`src/rtl/gray_pkg.sv`:
```
// Shared definitions for the Gray-code sweep controller: controller states,
// default widths and the binary-to-Gray conversion.
package gray_pkg;

    // Default width of the Gray position output.
    localparam int W_DEFAULT  = 3;
    // Default width of the sweep-length input.
    localparam int LW_DEFAULT = 4;

    // Controller states.
    typedef enum logic [1:0] {
        ST_IDLE  = 2'd0,
        ST_RUN   = 2'd1,
        ST_PAUSE = 2'd2,
        ST_DONE  = 2'd3
    } state_t;

    // Binary to reflected Gray code. Callers zero-extend into 32 bits and
    // truncate the result back to their own width.
    function automatic logic [31:0] bin_to_gray(input logic [31:0] b);
        return b ^ (b >> 1);
    endfunction

endpackage

```
`src/rtl/gray_enc.sv`:
```
// Purely combinational binary-to-Gray encoder driving the position output.
module gray_enc
    import gray_pkg::*;
#(
    parameter int W = W_DEFAULT
) (
    input  logic [W-1:0] bin,
    output logic [W-1:0] q
);

    assign q = W'(bin_to_gray(32'(bin)));

endmodule

```
`src/rtl/gray_sweep_ctrl.sv`:
```
// Gray-code position sweeper. A sweep is requested with start and a non-zero
// length, then steps a binary position up or down once per cycle until the
// length is used up. The sweep can be paused with hold or aborted with stop.
// The position persists between sweeps and is shown on q in Gray code.
module gray_sweep_ctrl
    import gray_pkg::*;
#(
    parameter int W  = W_DEFAULT,
    parameter int LW = LW_DEFAULT
) (
    input  logic          clk,
    input  logic          n_rst,
    input  logic          start,
    input  logic          stop,
    input  logic          hold,
    input  logic          dir,
    input  logic [LW-1:0] len,
    output logic [W-1:0]  q,
    output logic          busy,
    output logic          done,
    output logic          wrap
);

    state_t        state;
    logic [W-1:0]  bin;
    logic [LW-1:0] rem;
    logic          dir_l;

    // Step outcome used by the RUN branch: next position and whether that
    // step crosses the end of the position range.
    logic [W-1:0]  bin_next;
    logic          bin_wraps;

    // Next position and wrap detection for a single step in the latched direction.
    always_comb begin
        bin_next  = bin;
        bin_wraps = 1'b0;
        if (dir_l) begin
            bin_next  = bin - W'(1);
            bin_wraps = (bin == '0);
        end else begin
            bin_next  = bin + W'(1);
            bin_wraps = (bin == '1);
        end
    end

    // Sweep state machine; busy, done and wrap are registered alongside the
    // state so they come straight from flops and cannot glitch.
    // NOTE: every register here uses <= so all of them sample the pre-edge
    // values of each other; a blocking = would let later lines see updated state.
    always_ff @(posedge clk or negedge n_rst) begin
        // NOTE: reset is asynchronous and clears every register, including
        // the position, so the block is fully defined the moment n_rst drops.
        if (!n_rst) begin
            state <= ST_IDLE;
            bin   <= '0;
            rem   <= '0;
            dir_l <= 1'b0;
            busy  <= 1'b0;
            done  <= 1'b0;
            wrap  <= 1'b0;
        end else begin
            done <= 1'b0;
            wrap <= 1'b0;
            case (state)
                ST_IDLE: begin
                    // A zero-length request is silently dropped.
                    if (start && (len != '0)) begin
                        rem   <= len;
                        dir_l <= dir;
                        busy  <= 1'b1;
                        state <= ST_RUN;
                    end
                end
                ST_RUN: begin
                    if (stop) begin
                        busy  <= 1'b0;
                        state <= ST_IDLE;
                    end else if (hold) begin
                        state <= ST_PAUSE;
                    end else begin
                        bin  <= bin_next;
                        rem  <= rem - LW'(1);
                        wrap <= bin_wraps;
                        // The step that consumes the last count ends the sweep.
                        if (rem <= LW'(1)) begin
                            busy  <= 1'b0;
                            done  <= 1'b1;
                            state <= ST_DONE;
                        end
                    end
                end
                ST_PAUSE: begin
                    // stop outranks hold; leaving PAUSE never takes a step.
                    if (stop) begin
                        busy  <= 1'b0;
                        state <= ST_IDLE;
                    end else if (!hold) begin
                        state <= ST_RUN;
                    end
                end
                ST_DONE: begin
                    // Single-cycle completion state; start is not looked at here.
                    state <= ST_IDLE;
                end
                default: begin
                    busy  <= 1'b0;
                    state <= ST_IDLE;
                end
            endcase
        end
    end

    gray_enc #(
        .W(W)
    ) u_gray_enc (
        .bin(bin),
        .q  (q)
    );

endmodule

```
`config.mk`:
```
export PLATFORM = sky130hd
export DESIGN_NAME = gray_sweep_ctrl
export DESIGN_NICKNAME = d
export VERILOG_FILES = /design/src/rtl/gray_pkg.sv /design/src/rtl/gray_enc.sv /design/src/rtl/gray_sweep_ctrl.sv
export SDC_FILE = /design/constraint.sdc
export NUM_CORES = 1
export LEC_CHECK = 0
export CAP_MARGIN = 20
export CORE_UTILIZATION = 35
export DETAILED_ROUTE_END_ITERATION = 10
export SYNTH_ARGS = -nofsm -noshare
export SYNTH_HDL_FRONTEND = slang
export SYNTH_SLANG_ARGS = --single-unit
export TNS_END_PERCENT = 5
```
`constraint.sdc`:
```
create_clock -name clk -period 2.5 [get_ports clk]
set_input_delay 0.25 -clock clk [delete_from_list [all_inputs] [get_ports clk]]
set_output_delay 0.25 -clock clk [all_outputs]
set_load 0.01 [all_outputs]
```
* Word-level counts from Yosys, hierarchy flattened
Cells that the tools add are included.
** Operators by class
- Add/sub/neg operators :: 3
- Order comparisons :: 1
- Equality and inequality tests :: 12
- Muxes and demuxes :: 26
- Bitwise logic cells :: 3
- Reduce and logical (&&, ||, !) cells :: 11
** Operators with widths (number)
- 1-bit 2-to-1 mux :: 13
- 2-bit 2-to-1 mux :: 6
- 4-bit 2-to-1 mux :: 3
- 3-bit inequality test (second input constant) :: 3
- 2-bit inequality test (second input constant) :: 4
- 2-bit one-hot mux with 4 select lines :: 1
- 4-bit one-hot mux with 2 select lines :: 1
- 3-bit AND reduction :: 2
- 5-bit AND reduction :: 1
- 2-bit equality test (second input constant) :: 2
- 4-bit by 1-bit less-or-equal comparator with 1-bit output (second input constant) :: 1
- 4-bit inequality test (second input constant) :: 1
- 4-bit AND reduction :: 1
- 4-bit nonzero test :: 1
- 4-bit by 1-bit subtractor with 4-bit output (second input constant) :: 1
- 3-bit by 1-bit adder with 3-bit output (second input constant) :: 1
- 3-bit equality test (second input constant) :: 1
- 3-bit zero test :: 1
- 3-bit 2-to-1 mux :: 1
- 1-bit one-hot mux with 3 select lines :: 1
- 3-bit nonzero test :: 1
- 3-bit by 1-bit subtractor with 3-bit output (second input constant) :: 1
- 3-bit by 2-bit bitwise XOR with 3-bit output :: 1
- 2-bit by 1-bit equality test with 1-bit output (second input constant) :: 1
- 5 further kinds :: 6
** Storage, ports and cells
- Register bits after elaboration :: 13
- Output and inout port bits :: 6
- Logic and storage cells :: 63

* Depth between registers and ports, before layout
- Word-level depth :: 5
- Depth in mapped cells :: 7
- Gate-level depth less buffers :: 6

* Hierarchy
From an unflattened synthesis, not the netlist that was laid out.
** Second synthesis, totals
- Cell total of the unflattened synthesis :: 84
- Area, all modules :: 822.0 um2
** By module, submodules not included
- gray_sweep_ctrl :: times used 1, cells an instance 81, area an instance 797.0 um2
- gray_enc :: times used 1, cells an instance 3, area an instance 25.0 um2

* Worst setup path after synthesis
No wires, ideal clock.
- Path type :: register -> register
- Start :: register state[1]
- End :: register rem[2]
- Setup time :: 0.132 ns
- Arrival :: 1.526 ns
- Required time :: 2.368 ns
- Path slack :: 0.842 ns
- Stages on the path, launching flop included :: 8
- Period minus slack after synthesis :: 1.658 ns
- Cell sequence :: dfrtp_1 > inv_1 > ha_1 > or3b_1 > buf_6 > o21ai_2 > and2_4 > o221ai_2
** On the way
- Cells in the longest elaborated chain, start to end :: 3
- Elaborated cells on any way between the ends :: 8
- Classes of those cells :: eq/ne: 4; mux: 1; reduce/logical: 3
** Ends and longest elaborated chain
- start, declared :: line gray_sweep_ctrl.sv:24 : state_t state;
- start signal, assigned :: line gray_sweep_ctrl.sv:55 : state <= ST_IDLE;
- start signal, assigned :: line gray_sweep_ctrl.sv:72 : state <= ST_RUN;
- start signal, assigned :: line gray_sweep_ctrl.sv:78 : state <= ST_IDLE;
- 2-bit by 1-bit equality test with 1-bit output or 2-bit zero test (tied branches) :: line gray_sweep_ctrl.sv:65 : case (state)
- 2-bit inequality test (no line) or 2-bit nonzero test (tied branches)
- 4-bit AND reduction (no line)
- end signal, assigned :: line gray_sweep_ctrl.sv:69 : rem <= len;
- end signal, assigned :: line gray_sweep_ctrl.sv:83 : rem <= rem - LW'(1);
- end, declared :: line gray_sweep_ctrl.sv:26 : logic [LW-1:0] rem;
Several ways; a longest one is shown, not always the timed one.
A chain may end at the register's enable or synchronous reset.

* Final worst setup path
- Start :: register state[1]
- End :: register rem[3]
Same word-level chain as after synthesis.

==> flow_metrics.env <==
export IMPL_vias=667
export IMPL_route_detailed_drc=0
export IMPL_syn_cell_area_um2=829.5
export IMPL_vias_per_cell=5.171
export IMPL_cts_sinks=13
export IMPL_cts_tree="yes"
export IMPL_grt_util_all_layers_pct=15.27
export IMPL_coreArea_um2=2233
export IMPL_peakVddDrop_uv=593.3
export IMPL_clk_latency_ns=0.28
export IMPL_fin_cells=129
export IMPL_final_cell_mix="clkdlybuf4s50_1, dfrtp_1, inv_1, nor2_1, ha_1"
export IMPL_powerDensity_nw_per_um2=1245
export IMPL_synth_flop_cell="dfrtp_1"
export IMPL_reg2reg_to="rem[3]"
export IMPL_crit_type="flip-flop to flip-flop"
export IMPL_drtIter0Drc=15
export IMPL_ys_ff_latch=13
export IMPL_syn_nets=102
export IMPL_dpl_hpwl_mm=1.274
export IMPL_place_inst=125
export IMPL_slowest_stage="or3b_1"
export IMPL_crit_buf_inv=1
export IMPL_end_kind="flip-flop"
export IMPL_final_common_cell="clkdlybuf4s50_1"
export IMPL_rr_startpoint="state[1]"
export IMPL_synth_warning_count=0
export IMPL_cp_depth=6
export IMPL_met1_length_um=703
export IMPL_yosysUniqueCellTypes=33
export IMPL_cp_data_arrival_time_ns=2.00
export IMPL_cap_violations=0
export IMPL_dr_wl_met3_um=71
export IMPL_die_w_um=50.69
export IMPL_grt_pass1_vias=627
export IMPL_synthCells=84
export IMPL_p_leak_uw=0.0004514
export IMPL_setup_viol=0
export IMPL_finalMaxSlewViolations=0
export IMPL_place_congestion=0.7946
export IMPL_top_layer_used="met4"
export IMPL_max_freq_mhz=539.8
export IMPL_root_buffer="clkbuf_4"
export IMPL_cp_data_required_time_ns=2.65
export IMPL_first_pass_iters=4
export IMPL_clockBufferDepth=2
export IMPL_n_fill_cell=227
export IMPL_io_pins=16
export IMPL_rsz0062_at_grt="false"
export IMPL_crit_family="simple AND/OR/NAND/NOR gates"
export IMPL_postCtsHoldBufs=0
export IMPL_cp_start_kind="flip-flop"
export IMPL_critPathMaxFanout=7
export IMPL_detail_route_antenna_nets=0
export IMPL_status="finished, final reports clean"
export IMPL_grt_max_degree=14
export IMPL_period_minus_slack_ns=1.853
export IMPL_cts_setup_buffers=0
export IMPL_ctsResizeCount=0
export IMPL_n_antenna_cell=0
export IMPL_clock_skew_ns=0.007815
export IMPL_async_flop_share_pct=100.0
export IMPL_r2r_slack_ns=0.65
export IMPL_cts_max_level=1
export IMPL_syn2layout_area_growth_pct=23.23
export IMPL_min_period_over_period_pct=74.11
export IMPL_nets=120
export IMPL_fin_setup_tns_ns=0
export IMPL_hold_viol=0
export IMPL_overflow=0
export IMPL_cts_buffers=3
export IMPL_synth_avg_cell_area_um2=9.876
export IMPL_slew_headroom_pct=60.14
export IMPL_seqCellArea_um2=325.3
export IMPL_avgRoutedWirePerCell_um=12.29
export IMPL_cp_cell_sequence="inv_1 -> ha_1 -> or3b_1 -> o21ai_2 -> and2_4 -> o221ai_2"
export IMPL_initial_core_util_pct=37.14
export IMPL_synth_edf_count=0
export IMPL_die_h_um=50.69
export IMPL_slowest_delay_ns=0.51
export IMPL_io_buffer_count=15
export IMPL_die_area_um2=2569
export IMPL_num_rows=17
export IMPL_grt_antenna_before_repair=0
export IMPL_path_clk_slew_ns=0.08
export IMPL_route_met2_wl_um=798
export IMPL_multiInputGateArea_um2=444.2
export IMPL_drive_gt1_share_pct=9.901
export IMPL_tightest_slew_ns=0.5961
export IMPL_yosysSeqAreaShare_pct=39.22
export IMPL_grt_first_pass_wirelength_mm=2.856
export IMPL_totalWireLength_mm=1.585
export IMPL_r2r_cells=6
export IMPL_hold_path_class="input port to asynchronous set/reset pin"
## worst max path at each step
stage	startpoint	end	slack, ns
detailed placement	stop	rem[2]	0.64
floorplan	state[1]	rem[2]	0.84
CTS	state[1]	rem[3]	0.62
finish	state[1]	rem[3]	0.65
global route	state[1]	rem[2]	0.53
global placement	stop	rem[2]	0.66
## cells in the mapped netlist, drive strengths merged, types with 2 or more instances
cell type | count | area share (%)
a21oi | 4 | 2.4
a31oi | 4 | 3.0
buf | 2 | 2.3
dfrtp | 13 | 39
ha | 7 | 11
inv | 11 | 5.0
mux2i | 2 | 2.4
nand2 | 4 | 1.8
nand3 | 2 | 1.2
nand4 | 2 | 1.5
nor2 | 7 | 3.2
nor2b | 2 | 1.5
o21ai | 5 | 3.5
o221ai | 2 | 3.6
xor2 | 3 | 3.2
## through the flow
step	utilization, %	worst slack (ns)	instance area (um^2)	hold WS (ns)	total power [uW]
3_3_place_gp	44.59	0.6576	996.0	0.5042	1147
5_1_grt	45.77	0.5334	1022	0.4012	1400
3_5_place_dp	44.59	0.6432	996.0	0.5056	1151
4_1_cts	45.77	0.6237	1022	0.3692	1286
2_1_floorplan	-	0.8417	829.5	-0.04559	939.6
6_report	45.77	0.6473	1022	0.3446	1273
## worst reg2reg max path, delay by kind of cell, from the launching register on
| kind | cells | cell delay (ns) |
|---|---|---|
| AO/OA/AOI/OAI | 2 | 0.24 |
| adder cells (fa/ha/maj) | 1 | 0.27 |
| buffers and inverters | 1 | 0.10 |
| flip-flops | 1 | 0.40 |
| AND/OR/NAND/NOR | 2 | 0.72 |
## sequential cells by signal (all words and copies together), names as in the netlist
| signal | count |
|---|---|
| rem | 4 |
| bin | 3 |
| state | 2 |
| busy | 1 |
| dir_l | 1 |
| done | 1 |
| wrap | 1 |
## per-layer routing
metal	track usage (%)	up-vias
li1	-	330
met1	18.35	318
met2	25.56	17
met3	4.545	2
met4	5.556	0
met5	0	-
## cell type report
| type | count | share of cell area [%] |
|---|---|---|
| multi-input cells | 58 | 43.45 |
| clock buffers | 4 | 2.570 |
| inverters | 11 | 4.039 |
| well taps | 28 | 3.427 |
| flip-flops and latches | 13 | 31.82 |
| repair buffers | 15 | 14.69 |
## logic make-up after synthesis
| family | synth area share (%) |
|---|---|
| AND/OR/NAND/NOR | 15.84 |
| XOR/XNOR | 4.224 |
| buffers and inverters | 7.240 |
| adder cells (fa/ha/maj) | 12.97 |
| multiplexers | 2.413 |
| AO/OA/AOI/OAI | 18.10 |
| flip-flops | 39.22 |
## report_power, final
part | switching, uW | internal, uW
registers | 82.4 | 305
logic | 396 | 362
clock network | 65.9 | 61.9
No activity file was read; power rests on OpenSTA's default activity.
